### src/rtl/demux_1_4_stream_if.sv
// Stream bundle for the 1-to-4 demux: one upstream offer channel, four
// downstream ports and their per-port completed-transfer counters.
interface demux_1_4_stream_if #(
  parameter int DATA_LENGTH = 8,
  parameter int CNT_WIDTH   = 8
);
  logic [DATA_LENGTH-1:0]   in_data;
  logic [1:0]               in_sel;
  logic                     in_valid;
  logic                     in_ready;
  logic [4*DATA_LENGTH-1:0] out_data;
  logic [3:0]               out_valid;
  logic [3:0]               out_ready;
  logic [4*CNT_WIDTH-1:0]   xfer_cnt;

  // The master side is the source/sink environment; the slave side is the demux.
  modport master (
    output in_data, in_sel, in_valid, out_ready,
    input  in_ready, out_data, out_valid, xfer_cnt
  );

  modport slave (
    input  in_data, in_sel, in_valid, out_ready,
    output in_ready, out_data, out_valid, xfer_cnt
  );
endinterface

### src/rtl/demux_1_4_stream.sv
// 1-to-4 stream demultiplexer: each port owns a one-entry holding slot and a
// wrapping counter of completed output handshakes.
module demux_1_4_stream #(
  parameter int DATA_LENGTH = 8,
  parameter int CNT_WIDTH   = 8
) (
  input logic              clk,
  input logic              rst,
  demux_1_4_stream_if.slave bus
);

  logic [3:0]             slot_valid;
  logic [DATA_LENGTH-1:0] slot_data [4];
  logic [CNT_WIDTH-1:0]   slot_cnt  [4];

  logic                   in_ready_c;
  logic [3:0]             accept_vec;
  logic [3:0]             handshake_vec;
  logic [4*DATA_LENGTH-1:0] out_data_c;
  logic [4*CNT_WIDTH-1:0]   xfer_cnt_c;

  // Ready only looks at the addressed slot, so a stalled port never blocks the others.
  always_comb begin
    in_ready_c    = 1'b0;
    accept_vec    = 4'b0000;
    handshake_vec = slot_valid & bus.out_ready;
    if (!rst) begin
      in_ready_c = ~slot_valid[bus.in_sel] | bus.out_ready[bus.in_sel];
    end
    if (bus.in_valid && in_ready_c) begin
      accept_vec[bus.in_sel] = 1'b1;
    end
  end

  // An accept on a draining slot overwrites it in place, keeping full throughput.
  always_ff @(posedge clk) begin
    if (rst) begin
      slot_valid <= 4'b0000;
      for (int k = 0; k < 4; k++) begin
        slot_data[k] <= '0;
        slot_cnt[k]  <= '0;
      end
    end else begin
      for (int k = 0; k < 4; k++) begin
        if (accept_vec[k]) begin
          slot_data[k]  <= bus.in_data;
          slot_valid[k] <= 1'b1;
        end else if (handshake_vec[k]) begin
          slot_valid[k] <= 1'b0;
        end
        if (handshake_vec[k]) begin
          slot_cnt[k] <= slot_cnt[k] + 1'b1;
        end
      end
    end
  end

  always_comb begin
    out_data_c = '0;
    xfer_cnt_c = '0;
    for (int k = 0; k < 4; k++) begin
      out_data_c[k*DATA_LENGTH +: DATA_LENGTH] = slot_data[k];
      xfer_cnt_c[k*CNT_WIDTH +: CNT_WIDTH]     = slot_cnt[k];
    end
  end

  assign bus.in_ready  = in_ready_c;
  assign bus.out_valid = slot_valid;
  assign bus.out_data  = out_data_c;
  assign bus.xfer_cnt  = xfer_cnt_c;

endmodule

### src/flat_wrapper.sv
// flat-port wrapper written by rule: the top's interface ports become plain ports
module demux_1_4_stream_flat 
#(
  parameter int DATA_LENGTH = 8,
  parameter int CNT_WIDTH   = 8
)
  (clk, rst, bus_in_data, bus_in_sel, bus_in_valid, bus_out_ready, bus_in_ready, bus_out_data, bus_out_valid, bus_xfer_cnt);
  demux_1_4_stream_if #(.DATA_LENGTH(DATA_LENGTH), .CNT_WIDTH(CNT_WIDTH)) bus_i ();
  input logic clk;
  input logic rst;
  input wire logic [$bits(bus_i.in_data)-1:0] bus_in_data;
  input wire logic [$bits(bus_i.in_sel)-1:0] bus_in_sel;
  input wire logic [$bits(bus_i.in_valid)-1:0] bus_in_valid;
  input wire logic [$bits(bus_i.out_ready)-1:0] bus_out_ready;
  output wire logic [$bits(bus_i.in_ready)-1:0] bus_in_ready;
  output wire logic [$bits(bus_i.out_data)-1:0] bus_out_data;
  output wire logic [$bits(bus_i.out_valid)-1:0] bus_out_valid;
  output wire logic [$bits(bus_i.xfer_cnt)-1:0] bus_xfer_cnt;
  assign bus_i.in_data = bus_in_data;
  assign bus_i.in_sel = bus_in_sel;
  assign bus_i.in_valid = bus_in_valid;
  assign bus_i.out_ready = bus_out_ready;
  assign bus_in_ready = bus_i.in_ready;
  assign bus_out_data = bus_i.out_data;
  assign bus_out_valid = bus_i.out_valid;
  assign bus_xfer_cnt = bus_i.xfer_cnt;
  demux_1_4_stream #(.DATA_LENGTH(DATA_LENGTH), .CNT_WIDTH(CNT_WIDTH)) u_core (.clk(clk), .rst(rst), .bus(bus_i));
endmodule
### config.mk
export PLATFORM = sky130hd
export DESIGN_NAME = demux_1_4_stream_flat
export DESIGN_NICKNAME = d
export VERILOG_FILES = /design/src/rtl/demux_1_4_stream_if.sv /design/src/rtl/demux_1_4_stream.sv /design/src/flat_wrapper.sv
export SDC_FILE = /design/constraint.sdc
export NUM_CORES = 1
export LEC_CHECK = 0
export CORE_MARGIN = 2
export CORE_UTILIZATION = 40
export DETAILED_ROUTE_END_ITERATION = 16
export GPL_ROUTABILITY_DRIVEN = 0
export HOLD_SLACK_MARGIN = 0.02
export PLACE_DENSITY = 0.73
export SYNTH_ARGS = -nofsm -noshare
export SYNTH_HDL_FRONTEND = slang
export SYNTH_SLANG_ARGS = --single-unit
### constraint.sdc
create_clock -name clk -period 1.32 [get_ports clk]
set_input_delay 0.264 -clock clk [delete_from_list [all_inputs] [get_ports clk]]
set_output_delay 0.264 -clock clk [all_outputs]
set_load 0.02 [all_outputs]
==> run summary, run 1 <==
outcome: finished with violations
failing checks: setup timing
Pwr Density: 1030 nW/um^2
top-area cell type share of the netlist area: 0.637
final setup vio count: 2
P&R area growth vs syn: 60.0%
worst clock skew: 13.3 ps
Final Max Tran Viols: 0
first-pass GRT wire length: 12300 um
worst reg2reg path endpoint: u_core.slot_cnt[2][7]
initial antenna violation count: 0
Core Box Area: 7290 um^2
Vias per Instance: 4.85
Critical-path top delay cell: dfxtp_2
design area: 4830 um^2
CP max FO: 2
crit path from: u_core.bus.out_valid[0]
largest net degree at the start of global routing: 22
Yosys Warn Count: 0
commonest cells in the netlist: edfxtp_1 (64), nor2_1 (53), nand3_1 (20)
CTS Hold Bufs: 0
DR vias: 2523
Die W: 90.8 um
Seq cells post-synth: 68
Final min period: 1580 ps
Fin. Hold Viols: 0
relative slew slack: 0.788
Layout Nets: 437
io pins: 86
Placed Area: 4430 um^2
Hold WC Path Type: in2reg
# DRC: 0
ys async rst share: 0
worst-margin pin slew: 317 ps
slowest stage delay, CP: 330 ps
detailed placement HPWL: 5510 um
Final period util: 1.20
Max-Cap Viols: 0
post-route setup slack: -260 ps
layout cells sized above 1: 0.454
syn_area_per_cell: 11.6 um^2
Synth area leader: edfxtp_1
reg2reg path depth: 5
ANT nets after route: 0
ant diodes: 0
GRT Overall Usage: 0.192
TritonRoute pass-1 iters: 4
most frequent cell after synthesis: edfxtp_1
PortBufs: 85
WP data required: 1060 ps
main area contributors after synthesis: edfxtp_1 (64%), nor2_1 (6.6%), nand3_1 (3.3%)
total grt overflow: 0
CTS tree: built
Seq/Total Area, Yosys: 0.664
flop2flop setup slack: 0 ps
count of cell types in the netlist: 24
FMAX: 0.633 GHz
maximum root-to-sink buffer count: 2
crit-path cells: nor4b_4, a311o_1, a21oi_2, buf_6
Reg2Reg Launch Point: u_core.slot_cnt[2][1]
Rows: 31
fill count: 625
unrepaired setup endpoints after global routing: yes
ys flop type: edfxtp_1
CTS Buf Count: 9
Critical Path AT: 1320 ps
Placement Setup Slack: -889 ps
vias in the first global route: 2553
die area: 8250 um^2
Post-synth EDFFs: 64
Worst Hold Path Cells: 4
die height: 90.8 um
initial drt markers: 126
Leak: 1.90 nW
Peak VDD IR: 0.615 mV
clk root buf: clkbuf_8
Clk pin slew, worst setup/hold paths: 70 ps
Netlist Area Pre-Place: 3020 um^2
Cells after Synth: 260
Initial Utilization: 0.414
H-tree Lvls: 3
Crit Path Class: reg2out
Routed Wire Length: 7890 um
worst skew pair latency: 340 ps
clock sink total: 68
Worst setup SP type: flip-flop
WL/cell: 15.2 um
CP Capture Type: output pin
CP endpoint: bus_in_ready
Syn Nets: 281
[placed cells by master (no fill, tap or decap), types with 2 or more instances in the layout]
master	instances
o21ai_0	11
clkdlybuf4s15_1	17
nand4_1	3
a21oi_1	8
dfxtp_2	3
and2_1	4
or3_1	5
nand3_1	13
buf_6	13
clkinv_4	2
a21oi_2	9
nor2_1	53
clkbuf_2	17
nand2b_1	10
buf_4	50
nand2b_4	2
clkdlybuf4s50_1	10
or2_2	3
clkbuf_8	9
dlygate4sd2_1	4
nand2_1	10
edfxtp_1	64
clkdlybuf4s15_2	11
xor2_1	8
xnor2_1	4
clkinvlp_4	2
or3_4	7
nand2_2	9
ha_4	4
nand3_2	7
buf_12	6
buf_2	23
inv_2	4
[routing by layer]
| layer | wire length, um | GRT usage | up-vias |
|---|---|---|---|
| met2 | 4110 | 0.332 | 62 |
| met5 | 0 | 0 | - |
| li1 | - | - | 1244 |
| met4 | 84 | 0.0644 | 0 |
| met3 | 212 | 0.0417 | 5 |
| met1 | 3480 | 0.238 | 1212 |
[area by class of cell]
| type | instances | area (um^2) | share of cell area |
|---|---|---|---|
| repair buffers | 152 | 1280 | 0.266 |
| well taps | 99 | 124 | 0.0257 |
| inverters | 5 | 18.8 | 0.00389 |
| clock inverters | 7 | 76.3 | 0.0158 |
| clock buffers | 9 | 124 | 0.0257 |
| flip-flops and latches | 68 | 2010 | 0.416 |
| multi-input cells | 180 | 1190 | 0.247 |
[registers in the layout, indices dropped and copies added (netlist names)]
signal and count:
u_core.slot_cnt 32, u_core.slot_data 32, u_core.bus.out_valid 4
[worst max-delay path: cells and delay by family, from the launching register on]
family,cells,cell delay [ps]
DFF,1,330
buffers and inverters,1,130
AOI/OAI and AO/OA,2,400
and+or+nand+nor,1,120
[power by group]
group / leakage (nW) / total [mW] / internal (mW) / switching [mW]
clock network: 0.0958 / 1.73 / 0.882 / 0.847
registers: 0.710 / 2.51 / 2.45 / 0.0555
logic: 1.09 / 0.733 / 0.339 / 0.393
[what timing repair did]
item | in CTS | in global routing
setup buffers | 12 | 4
resized for setup | 194 | 92
pin swaps | 3 | 16
setup endpoints to repair | 135 | 84
[kinds of logic (layout without fill, tap and decap cells)]
kind of cell,after synthesis,count (layout),synth area share
buffers and inverters,12,173,0.0162
xor gates and xnor gates,12,12,0.0348
AOI/OAI and AO/OA,30,30,0.0527
muxes,1,1,0.00332
DFF,68,68,0.664
adders and majority gates,4,4,0.0166
and+or+nand+nor,133,133,0.213
[worst min-delay path by stage]
stage	to	start	slack (ps)
3_3_place_gp	u_core.bus.out_valid[3]	u_core.bus.out_valid[3]	620
6_report	u_core.bus.out_valid[2]	bus_out_ready[2]	400
4_1_cts	u_core.bus.out_valid[1]	bus_out_ready[1]	490
5_1_grt	u_core.bus.out_valid[2]	bus_out_ready[2]	430
3_5_place_dp	u_core.bus.out_valid[2]	u_core.bus.out_valid[2]	620
2_1_floorplan	u_core.bus.out_valid[0]	bus_in_valid	440
[per-stage QoR]
step / cells / TNS [ps] / hold WS [ps] / power [mW] / util
finish: 520 / -264 / 403 / 4.97 / 0.662
global placement: 488 / -44630 / 618 / 3.26 / 0.608
global route: 520 / -630 / 433 / 5.16 / 0.662
CTS: 516 / -339 / 486 / 4.97 / 0.650
floorplan: 260 / -154 / 440 / 2.83 / -
detailed placement: 488 / -48410 / 619 / 3.28 / 0.608
Note: power is estimated with default switching activity, not from simulation.
==> run 2, diff against run 1 <==
Settings changed: CORE_ASPECT_RATIO from default to 0.9, SLEW_MARGIN from default to 15.
==> run summary, run 2 (synthesis gave the netlist of run 1 again) <==
Pwr Density: 1030 nW/um^2
share of power burned in registers: 0.519
PortBufs: 85
maximum root-to-sink buffer count: 2
die area: 8250 um^2
Max-Cap Viols: 0
worst clock skew: 12.1 ps
outcome: finished with violations
Reg area: 2000 um^2
Clk pin slew, worst setup/hold paths: 90 ps
Clk pwr share: 0.331
Final min period: 1620 ps
Die W: 95.5 um
Core Box Area: 7430 um^2
Routed Wire Length: 7600 um
relative slew slack: 0.796
Worst Hold Path Cells: 4
Initial Utilization: 0.406
ANT nets after route: 0
io pins: 86
Worst setup SP type: flip-flop
Hold WC Path Type: in2reg
worst-margin pin slew: 305 ps
die height: 86.4 um
P_int: 3.49 mW
clock sink total: 68
sw power: 1.33 mW
most common library cell in the layout ignoring fill and taps: edfxtp_1
GRT Overall Usage: 0.191
H-tree Lvls: 3
initial antenna violation count: 0
flop2flop setup slack: -20 ps
Final Max Tran Viols: 0
Core Util, Final: 0.629
Leak: 1.88 nW
Placement Setup Slack: -926 ps
Tot Pwr: 4.83 mW
ant diodes: 0
Placed Area: 4420 um^2
WP data required: 1060 ps
CP max FO: 2
Critical Path AT: 1350 ps
Final period util: 1.23
largest net degree at the start of global routing: 22
Comb power frac: 0.150
Fin. Hold Viols: 0
layout cells sized above 1: 0.434
final setup vio count: 3
Rows: 30
post-route setup slack: -297 ps
unrepaired setup endpoints after global routing: yes
failing checks: setup timing
Post-Route Setup TNS: -367 ps
reg2reg path depth: 4
# DRC: 0
TritonRoute pass-1 iters: 4
commonest non-fill, non-tap cells in the layout: edfxtp_1 (64), nor2_1 (53), buf_4 (47), buf_2 (35), clkbuf_2 (20)
FMAX: 0.618 GHz
P&R area growth vs syn: 55.0%
fill count: 598
total grt overflow: 0
Vias per Instance: 4.95
initial drt markers: 142
Crit Path Class: reg2out
CP Capture Type: output pin
first-pass GRT wire length: 11900 um
switching part of the total: 0.277
Multi-input gate area: 1150 um^2
clk root buf: clkbuf_8
DR vias: 2548
detailed placement HPWL: 5210 um
worst skew pair latency: 360 ps
Peak VDD IR: 0.626 mV
CTS Buf Count: 9
design area: 4670 um^2
WL/cell: 14.8 um
CTS tree: built
Layout Nets: 435
vias in the first global route: 2505
-- run 2: changes by cell type in the layout (fill, tap and decap cells not counted), moves of 6 or more --
cell	change
or3_4	-6
nand2_1	+7
or3_1	+6
clkdlybuf4s15_2	-6
nand2_2	-7
clkdlybuf4s15_1	-11
buf_2	+12
-- run 2: power groups by stage --
stage,Clock (mW),Combinational [mW],Sequential [mW]
after floorplan,0,0.148,2.69
after global placement,0,0.702,2.56
after global routing,1.73,0.776,2.52
after detailed placement,0,0.713,2.56
final,1.60,0.724,2.51
after CTS,1.62,0.724,2.50
-- run 2: layer usage --
layer | global-route usage | wire length, um | vias up
li1 | - | - | 1237
met1 | 0.234 | 3180 | 1221
met2 | 0.309 | 3830 | 77
met3 | 0.0757 | 465 | 13
met4 | 0.0623 | 123 | 0
met5 | 0 | 0 | -
-- run 2: final timing paths --
path,from,end
worst min register to register,u_core.bus.out_valid[3],u_core.bus.out_valid[3]
worst min-delay path,bus_out_ready[2],u_core.bus.out_valid[2]
worst max-delay path,u_core.bus.out_valid[0],bus_in_ready
worst max register to register,u_core.slot_cnt[0][4],u_core.slot_cnt[0][6]
-- run 2: critical path, cell delays in order (launching register included) --
cell,delay [ps]
dfxtp_2,330
nor4b_4,120
a311o_1,280
a21oi_2,130
buf_6,130
-- run 2: layout make-up --
type                       count  area share
timing repair buffer         150       0.257
clock inverter                 7      0.0128
sequential                    68       0.429
multi-input combinational    180       0.245
tap                           96      0.0257
inverter                       5     0.00401
clock buffer                   9      0.0265
-- run 2: metrics by stage --
step | instances | hold slack [ps]
2_1_floorplan | 260 | 440
3_3_place_gp | 482 | 603
3_5_place_dp | 482 | 597
4_1_cts | 514 | 499
5_1_grt | 515 | 405
6_report | 515 | 411
-- run 2: what timing repair did --
action	CTS	global route
pin swaps	3	9
setup endpoints to repair	133	79
gates resized for setup	208	83
gates cloned	0	0
endpoints found under the hold margin	0	0
hold buffers	0	0
buffers inserted	16	1
